**config.mk**
```make
export PLATFORM = sky130hd
export DESIGN_NAME = mem_port_arbiter
export DESIGN_NICKNAME = d
export VERILOG_FILES = /design/src/rtl/mem_port_arbiter.sv
export SDC_FILE = /design/constraint.sdc
export NUM_CORES = 1
export LEC_CHECK = 0
export ABC_AREA = 1
export CAP_MARGIN = 0
export CORE_MARGIN = 2
export CORE_UTILIZATION = 37
export CTS_CLUSTER_SIZE = 24
export DETAILED_ROUTE_END_ITERATION = 8
export HOLD_SLACK_MARGIN = 0.05
export PLACE_DENSITY = 0.8
export SYNTH_ARGS = -nofsm -noshare
export SYNTH_HDL_FRONTEND = slang
export SYNTH_SLANG_ARGS = --single-unit
```
**constraint.sdc**
```tcl
create_clock -name clock -period 1.5 [get_ports clock]
set_input_delay 0.45 -clock clock [delete_from_list [all_inputs] [get_ports clock]]
set_output_delay 0.45 -clock clock [all_outputs]
set_load 0.005 [all_outputs]
```
**src/rtl/mem_port_arbiter.sv**
```systemverilog
`default_nettype none
// ============================================================================
// Module      : mem_port_arbiter
// Description : Shares one single-ported memory between the multicycle CPU
//               and the program loader / debug port. A three-state sequencer
//               (IDLE -> ACCESS -> DONE) serialises accesses, arbitrates
//               either round-robin or CPU-first, and returns a one-cycle ack
//               to the port whose access completed.
//
// Ports       : clock, reset           - clock, synchronous active-high reset
//               cpu_req/wr/addr/wdata  - CPU request (held until cpu_ack)
//               cpu_ack, cpu_rdata     - CPU completion pulse and read data
//               ldr_req/wr/addr/wdata  - loader request (held until ldr_ack)
//               ldr_ack, ldr_rdata     - loader completion pulse and read data
//               mem_addr/wr/wdata      - to memory Address / Wr / Datain
//               mem_rdata              - from memory Dataout
//               busy                   - high in ACCESS and DONE
//               owner                  - 0 = CPU, 1 = loader (current/last)
//
// Revision    : 1.0 - initial release
// ============================================================================
module mem_port_arbiter #(
    parameter int READ_LATENCY = 1,  // edges from mem_addr to valid mem_rdata, 1..7
    parameter int CPU_PRIORITY = 0   // 1 = CPU wins ties, 0 = round-robin
) (
    input  logic        clock,
    input  logic        reset,

    input  logic        cpu_req,
    input  logic        cpu_wr,
    input  logic [31:0] cpu_addr,
    input  logic [31:0] cpu_wdata,
    output logic        cpu_ack,
    output logic [31:0] cpu_rdata,

    input  logic        ldr_req,
    input  logic        ldr_wr,
    input  logic [31:0] ldr_addr,
    input  logic [31:0] ldr_wdata,
    output logic        ldr_ack,
    output logic [31:0] ldr_rdata,

    output logic [31:0] mem_addr,
    output logic        mem_wr,
    output logic [31:0] mem_wdata,
    input  logic [31:0] mem_rdata,

    output logic        busy,
    output logic        owner
);

    localparam logic [1:0] c_ST_IDLE   = 2'd0;
    localparam logic [1:0] c_ST_ACCESS = 2'd1;
    localparam logic [1:0] c_ST_DONE   = 2'd2;

    // Last ACCESS cycle of a read is the one where the counter reaches this.
    localparam logic [2:0] c_LAT_LAST  = 3'(READ_LATENCY);

    logic [1:0] r_state;
    logic [2:0] r_lat_cnt;
    logic       r_last_owner;  // port granted most recently (reset: loader, so CPU wins first tie)
    logic       r_wr;          // latched direction of the access in flight

    logic        w_grant_ldr;
    logic        w_sel_wr;
    logic [31:0] w_sel_addr;
    logic [31:0] w_sel_wdata;

    // Loader wins when it is alone, or on a tie in round-robin mode when the
    // CPU held the previous grant.
    assign w_grant_ldr = ldr_req &&
                         (!cpu_req || ((CPU_PRIORITY == 0) && !r_last_owner));

    assign w_sel_wr    = w_grant_ldr ? ldr_wr    : cpu_wr;
    assign w_sel_addr  = w_grant_ldr ? ldr_addr  : cpu_addr;
    assign w_sel_wdata = w_grant_ldr ? ldr_wdata : cpu_wdata;

    // The memory-side outputs double as the latched address/data registers:
    // they are loaded on the grant edge and held steady through ACCESS.
    always_ff @(posedge clock) begin
        if (reset) begin
            r_state      <= c_ST_IDLE;
            r_lat_cnt    <= 3'd0;
            r_last_owner <= 1'b1;
            r_wr         <= 1'b0;
            cpu_ack      <= 1'b0;
            cpu_rdata    <= 32'd0;
            ldr_ack      <= 1'b0;
            ldr_rdata    <= 32'd0;
            mem_addr     <= 32'd0;
            mem_wr       <= 1'b0;
            mem_wdata    <= 32'd0;
            busy         <= 1'b0;
            owner        <= 1'b0;
        end else begin
            cpu_ack <= 1'b0;
            ldr_ack <= 1'b0;

            case (r_state)
                c_ST_IDLE: begin
                    if (cpu_req || ldr_req) begin
                        owner        <= w_grant_ldr;
                        r_last_owner <= w_grant_ldr;
                        r_wr         <= w_sel_wr;
                        mem_wr       <= w_sel_wr;
                        mem_addr     <= w_sel_addr;
                        mem_wdata    <= w_sel_wdata;
                        r_lat_cnt    <= 3'd0;
                        busy         <= 1'b1;
                        r_state      <= c_ST_ACCESS;
                    end
                end

                c_ST_ACCESS: begin
                    if (r_wr || (r_lat_cnt == c_LAT_LAST)) begin
                        // Reads capture memory data on the edge ending the
                        // final ACCESS cycle; writes leave rdata untouched.
                        if (!r_wr) begin
                            if (owner) ldr_rdata <= mem_rdata;
                            else       cpu_rdata <= mem_rdata;
                        end
                        if (owner) ldr_ack <= 1'b1;
                        else       cpu_ack <= 1'b1;
                        mem_wr    <= 1'b0;
                        mem_addr  <= 32'd0;
                        mem_wdata <= 32'd0;
                        r_state   <= c_ST_DONE;
                    end else begin
                        r_lat_cnt <= r_lat_cnt + 3'd1;
                    end
                end

                c_ST_DONE: begin
                    busy    <= 1'b0;
                    r_state <= c_ST_IDLE;
                end

                default: begin
                    mem_wr    <= 1'b0;
                    mem_addr  <= 32'd0;
                    mem_wdata <= 32'd0;
                    busy      <= 1'b0;
                    r_state   <= c_ST_IDLE;
                end
            endcase
        end
    end

endmodule
`default_nettype wire
```
## After elaboration in Yosys (flattened, before gate mapping)

Cells that the tools add are included.

| storage, ports and cells | value |
|---|---|
| register bits | 140 |
| input port bits | 166 |
| output and inout port bits | 133 |
| logic and storage cells | 62 |

| cells by class | value |
|---|---|
| add/sub/neg operators | 1 |
| equality and inequality tests | 6 |
| mux-type cells | 21 |
| bitwise gates (word level) | 5 |
| reductions and logical operators | 16 |

Operators by type and width:

| cell | count |
|---|---|
| $pmux W32 S3 | 2 |
| $mux W32 | 5 |
| $reduce_and A4 Y1 | 2 |
| $mux W1 | 6 |
| $mux W3 | 2 |
| $ne A2 B2 Y1 const B | 3 |
| $pmux W3 S2 | 1 |
| $reduce_and A2 Y1 | 3 |
| $reduce_and A3 Y1 | 2 |
| $not A1 Y1 | 5 |
| $mux W2 | 2 |
| $pmux W2 S2 | 1 |
| $add A3 B1 Y3 const B | 1 |
| $eq A3 B1 Y1 const B | 1 |
| $logic_or A1 B1 Y1 | 3 |
| $pmux W1 S3 | 1 |
| $reduce_or A3 Y1 | 1 |
| $eq A2 B1 Y1 const B | 1 |
| $eq A2 B2 Y1 const B | 1 |
| $logic_not A1 Y1 | 2 |
| $logic_not A2 Y1 | 1 |
| $pmux W1 S2 | 1 |
| $reduce_bool A2 Y1 | 1 |
| $logic_and A1 B1 Y1 | 1 |

## Logic depth before layout (Yosys ltp)

| logic depth | value |
|---|---|
| depth after elaboration | 6 |
| gate-level depth with buffers | 9 |
| depth with buffers taken out | 7 |

## Least setup slack after synthesis

Ideal clock, no wire load.

| timing | value |
|---|---|
| kind | input to register |
| start point | input port ldr_req |
| end point | register mem_addr[0] |
| library setup time | 132 ps |
| data arrival time | 1291 ps |
| required time | 1368 ps |
| slack | 77 ps |
| cell stages on the path | 7 |
| buffers on the path | 3 |
| cells stage by stage | buf_2 nand2_1 buf_2 buf_1 nand2_1 nand3_1 a21oi_1 |

| on the way | value |
|---|---|
| cells in the longest elaborated chain, start to end | 4 |
| elaborated cells between the ends (all ways) | 7 |
| classes of those cells | 1 x eq/ne; 3 x mux; 3 x reduce/logical |

Ends and longest elaborated chain:

| element | line | source |
|---|---|---|
| start, declared | 36 | `input logic ldr_req,` |
| $logic_and A1 B1 Y1 | 71 | `assign w_grant_ldr = ldr_req &&` |
| $mux W32 | 75 | `assign w_sel_addr = w_grant_ldr ? ldr_addr : cpu_addr;` |
| $mux W32 | 101 | `if (cpu_req \|\| ldr_req) begin` |
| $pmux W32 S3 | 99 | `case (r_state)` |
| end signal, assigned | 106 | `mem_addr <= w_sel_addr;` |
| end, declared | 43 | `output logic [31:0] mem_addr,` |

Parallel ways exist; a longest one is shown, timed or not. The select of a mux whose other input is x is not followed.
A chain may end at the register's enable or synchronous reset.

## Worst setup path in the final report

| timing | value |
|---|---|
| start point | register cpu_rdata[10] |
| end point | output port cpu_rdata[10] |

RTL lines:

| element | line | source |
|---|---|---|
| start, declared | 34 | `output logic [31:0] cpu_rdata,` |
| start signal, assigned | 120 | `else cpu_rdata <= mem_rdata;` |

No word-level cell between the ends.

==> reports/summary.txt <==
Top cell type's share of synthesized area -> 0.448
FF+latch count, synth -> 140
Antenna Nets Post-Route -> 0
VDD IR-drop max -> 0.856 mV
Layout area overhead -> 66.3%
Area contributors post-synth -> dfxtp_1 (45%), nand2_1 (13%), a21oi_1 (11%)
Slew HR -> 0.788
Vias post-DR -> 6988
Commonest cells after routing, fill and taps aside -> nand2_1 (204), clkdlybuf4s50_1 (163), a21oi_1 (136), dfxtp_1 (129), dlygate4sd2_1 (109)
DPL Wire Length -> 14800 µm
CTS Buf Count -> 17
# nets final -> 1308
Row cnt -> 47
FF-to-FF path depth -> 5
Critical register-to-register path endpoint -> ldr_rdata[10]$_SDFFE_PP0P_
Worst path slowest cell -> dfxtp_1
Slew Viols, Final -> 0
Hold Crit Endpoint -> ldr_rdata[23]$_SDFFE_PP0P_
CTS Root Cell -> clkbuf_16
Cell taking the most area after synthesis -> dfxtp_1
GRT overflow -> 0
WHS Path Cells -> 2
Die Width -> 134 µm
Largest net degree at the start of global routing -> 66
Die area -> 0.0180 mm²
DR vias/cell -> 5.09
CP max FO -> 2
Yosys cell types -> 21
I/O pin count -> 299
Crit path max-delay family -> flip-flops
Final Util -> 0.629
Final Hold Vio Count -> 0
Max cap viols -> 0
Synth warn -> 0
Reg2reg start -> r_state[0]$_SDFFE_PP0P_
Syn Nets -> 1023
Antenna Cells -> 0
H-tree depth -> 4
Total Wirelength -> 22600 µm
Initial Utilization -> 0.378
Gpl congestion -> 0.843
Syn_area_per_cell -> 7.31 µm²
Min-Delay Startpoint -> reset
PD cells -> 1080 mW/mm²
Startpoint Class -> flop
Hold-fix buffers, CTS -> 0
R2R Setup Slk -> 0.09 ns
Drt first pass iters -> 5
Outcome -> completed
Initial antenna violation count -> 0
Worst Hold Class -> in -> reg
First-pass GRT wire length -> 33300 µm
Leak -> 4.56 nW
Crit path cell chain -> dlygate4sd2_1
Clock latency at the later pin of the worst-skew pair -> 0.42 ns
DRC Markers -> 0
Worst Skew -> 0.00608 ns
Core Area -> 0.0165 mm²
Arrival @ worst endpoint -> 1.02 ns
Min Tclk post-route -> 1.47 ns
Clk sinks -> 140
Clk slew on worst S/H paths -> 0.06 ns
Crit path capture type -> output port
Synthesized area -> 0.00625 mm²
Longest Clk Path Bufs -> 2
Setup TNS -> 0 ns
Maximum clock frequency -> 0.679 GHz
Post-Synthesis Cells -> 855
WHS -> 0.426 ns
WL/cell -> 16.4 µm
TritonCTS clock tree -> done
Area of the multi-input gates -> 0.00290 mm²
Total GRT Usage -> 0.232
Number of global-route vias before repair -> 6460
Final Setup Violations -> 0
Filler instances -> 1428
Slowest Stage Delay on Critical Path -> 0.33 ns
Worst-margin pin slew -> 0.318 ns
Share of cells above drive strength 1 -> 0.0954
FF+latch area -> 0.00282 mm²
Tcrit/Tclk final -> 0.981
Chip height -> 134 µm
CP Data Required Time -> 1.05 ns
Count of input and output buffers -> 298
Sequential fraction of the synthesis area -> 0.448
Most common cell after layout, fill and taps aside -> nand2_1
Crit Path Category -> reg -> out
CP Buf/Inv Count -> 1
Initial DRC Count -> 474
-- synth_stat cells (all sizes together) --
library cell,number
o21ai,2
xnor2,1
nand2,209
nand3,72
nand4,64
nor3,2
a21oi,137
nand3b,65
ha,2
clkbuf,42
nor2,10
dfxtp,140
inv,73
buf,36
-- kinds of logic (layout without fill, tap and decap cells) --
family,Yosys count,count (layout),synth area share
simple gates,422,422,0.335
buf+inv,151,449,0.0997
flops,140,140,0.448
compound gates,139,139,0.111
fa+ha+maj,2,2,0.00400
xor+xnor,1,1,0.00140
-- final cells by class --
cell class / instances / share of cell area
timing repair buffer: 344 / 0.336
multi-input combinational: 564 / 0.279
clock buffer: 20 / 0.0449
inverter: 73 / 0.0264
tap: 220 / 0.0265
sequential: 140 / 0.271
clock inverter: 12 / 0.0156
-- report_power, final --
group	total [mW]	internal (mW)	switching, mW
combinational	2.67	1.31	1.36
clock	4.42	2.76	1.66
sequential	4.13	3.99	0.140
-- metal layers --
layer | wire [µm] | track usage | vias to the layer above
met3 | 1520 | 0.0574 | 49
met2 | 11400 | 0.405 | 280
met1 | 9040 | 0.272 | 3223
met5 | 0 | 0 | -
li1 | - | - | 3436
met4 | 656 | 0.0952 | 0
-- state kept, by name, summed over array words and instances, names as in the netlist --
register,count
mem_wdata,32
r_wr,1
cpu_rdata,32
mem_wr,1
r_last_owner,1
r_state,2
r_lat_cnt,3
busy,1
ldr_ack,1
owner,1
ldr_rdata,32
cpu_ack,1
mem_addr,32
-- worst max-delay path by stage --
stage,from,endpoint,slack [ns],depth (start not counted)
floorplan,ldr_req,mem_addr[0]$_SDFFE_PP0P_,0.08,7
global placement,cpu_req,mem_addr[23]$_SDFFE_PP0P_,-0.31,7
global route,r_state[0]$_SDFFE_PP0P_,ldr_rdata[19]$_SDFFE_PP0P_,-0.007,5
detailed placement,cpu_req,mem_addr[3]$_SDFFE_PP0P_,-0.35,7
CTS,ldr_rdata[10]$_SDFFE_PP0P_,ldr_rdata[10],0.0002,1
finish,cpu_rdata[10]$_SDFFE_PP0P_,cpu_rdata[10],0.03,1
-- through the flow --
| stage | power (mW) | cells | area [µm²] | setup WS [ns] |
|---|---|---|---|---|
| after floorplan | 5.33 | 855 | 6250 | 0.0769 |
| after global placement | 6.72 | 1332 | 9680 | -0.312 |
| after detailed placement | 6.75 | 1332 | 9680 | -0.349 |
| after CTS | 11.0 | 1364 | 10200 | 0.000174 |
| after global routing | 11.7 | 1373 | 10400 | -0.00727 |
| final | 11.2 | 1373 | 10400 | 0.0279 |
-- worst reg2reg max path: stages (launching register included) --
cell     delay [ns]
dfxtp_1        0.33
inv_1          0.08
nor2_4         0.25
buf_12         0.30
nand4_1        0.17
a21oi_1        0.20
-- timing repair --
item	CTS	global route
pin swaps	0	3
endpoints found under the setup margin	133	126
gates resized for setup	147	38
gates cloned	0	7
buffers inserted	0	2
No activity file was read; power rests on OpenSTA's default activity.
==> RTL edit: new RTL, same flow settings <==
Make the reset (`reset`) asynchronous in one clocked block. Comments in the files are not updated.
--- a/src/rtl/mem_port_arbiter.sv
+++ b/src/rtl/mem_port_arbiter.sv
@@ -77,7 +77,7 @@
 
     // The memory-side outputs double as the latched address/data registers:
     // they are loaded on the grant edge and held steady through ACCESS.
-    always_ff @(posedge clock) begin
+    always_ff @(posedge clock or posedge reset) begin
         if (reset) begin
             r_state      <= c_ST_IDLE;
             r_lat_cnt    <= 3'd0;
Function: differs if reset is asserted again (counterexample within 4 cycles, from zero or initial values and one cycle with reset high); with reset held inactive, the same outputs for 4 cycles.
==> RTL edit against the original RTL <==
  * Design area increased by 4.8%
  * Global-route usage decreased by 0.72 points
  * Routed wire length decreased by 0.45%
  * Synthesized cell count decreased by 2.1%
  * Worst setup slack got worse by 0.0073 ns
  * Sequential cell count unchanged
  * Synthesized area increased by 7.3%
  * Critical endpoint is now mem_wdata[31]
  * Highest routed layer unchanged
Power is not compared: it rests on default switching activity, and its combinational part moved more than twofold at a synthesized area within 25%.
==> RTL edit: results (changes against the original RTL) <==
* Met2 Track Usage GR at 37.8% (-2.8 points)
* Final hold slack at 0.431 ns (+0.00551 ns)
* Reg-to-reg slack, setup at 0.06 ns (-0.03 ns)
* Post-synthesis sequential area ratio at 52.2% (+7.4 points)
* Adder-Cell Fraction of Synth Area at 0.373% (-0.027 points)
* Synth Area in Compound Gates at 0.224% (-11 points)
* Synth cell types at 20 (-4.8%)
* Top cells by area, synth: dfrtp_1, nand2_1, nand3b_1
* Crit path launch: mem_wdata[31]$_DFFE_PP0P_
* Worst Skew at 0.00712 ns (+0.00105 ns)
* DR vias/cell at 4.98 (-2.2%)
* Relative slew slack at 81.7% (+2.8 points)
* Status: finished, final reports clean
* Drt total wl at 22500 um (-0.45%)
* Cells after synthesis at 837 (-2.1%)
* Post-DP HPWL at 15400 um (+4.4%)
* Final #Nets at 1328 (+1.5%)
* Met3 Use GR at 6.46% (+0.71 points)
* Placed Area at 0.0103 mm2 (+6.3%)
* Synth Area in XOR/XNOR at 0.131% (-0.0095 points)
* GR met1 Demand/Resource at 27.5% (+0.32 points)
* R2R Path End: mem_addr[21]$_DFFE_PP0P_
* Asr flop ratio synth at 100% (+100 points)
* Layout Cells excl Fill at 1402 (+2.1%)
* FF-to-FF Start: r_lat_cnt[0]$_DFFE_PP0P_
* Ys flop type: dfrtp_1
* First-pass GRT wire length at 34700 um (+4.2%)
* Number of global-route vias before repair at 6742 (+4.4%)
* FF-to-FF path depth at 7 (+2)
* Net Count, Synth at 1005 (-1.8%)
* HP Class: input pin to async pin
* Pre-CTS setup slack at -0.285 ns (+0.0634 ns)
* Fill cells at 1562 (+9.4%)
* Global-route total usage across every layer at 22.5% (-0.72 points)
* Synth top cells by count: nand2_1, dfrtp_1, inv_1
-- RTL edit: metal layers --
| metal | vias to the layer above | part of all wire (%) |
|---|---|---|
| met1 | 3274 | 39 |
| met4 | 0 | 2.9 |
| met5 | - | 0 |
| li1 | 3314 | - |
| met2 | 347 | 49 |
| met3 | 43 | 8.9 |
-- RTL edit: where the power goes --
group | leakage (nW) | internal, mW | switching, mW
Sequential | 1.75 | 5.52 | 0.985
Clock | 0.280 | 2.68 | 1.69
Combinational | 3.59 | 4.61 | 5.07
-- RTL edit: cell type report --
type	instances	area, um2	share of cell area [%]
clock buffers	20	447	4.10
clock inverters	12	163	1.49
inverters	77	293	2.69
multi-input cells	558	2670	24.5
flip-flops and latches	140	3500	32.2
well taps	229	287	2.63
repair buffers	366	3530	32.4
-- RTL edit: timing repair --
action / CTS / global route
gates resized for setup: 309 / 55
setup buffers: 26 / 8
gates cloned: 0 / 3
pin swaps: 0 / 1
setup endpoints to repair: 133 / 103
endpoints found under the hold margin: 0 / 0
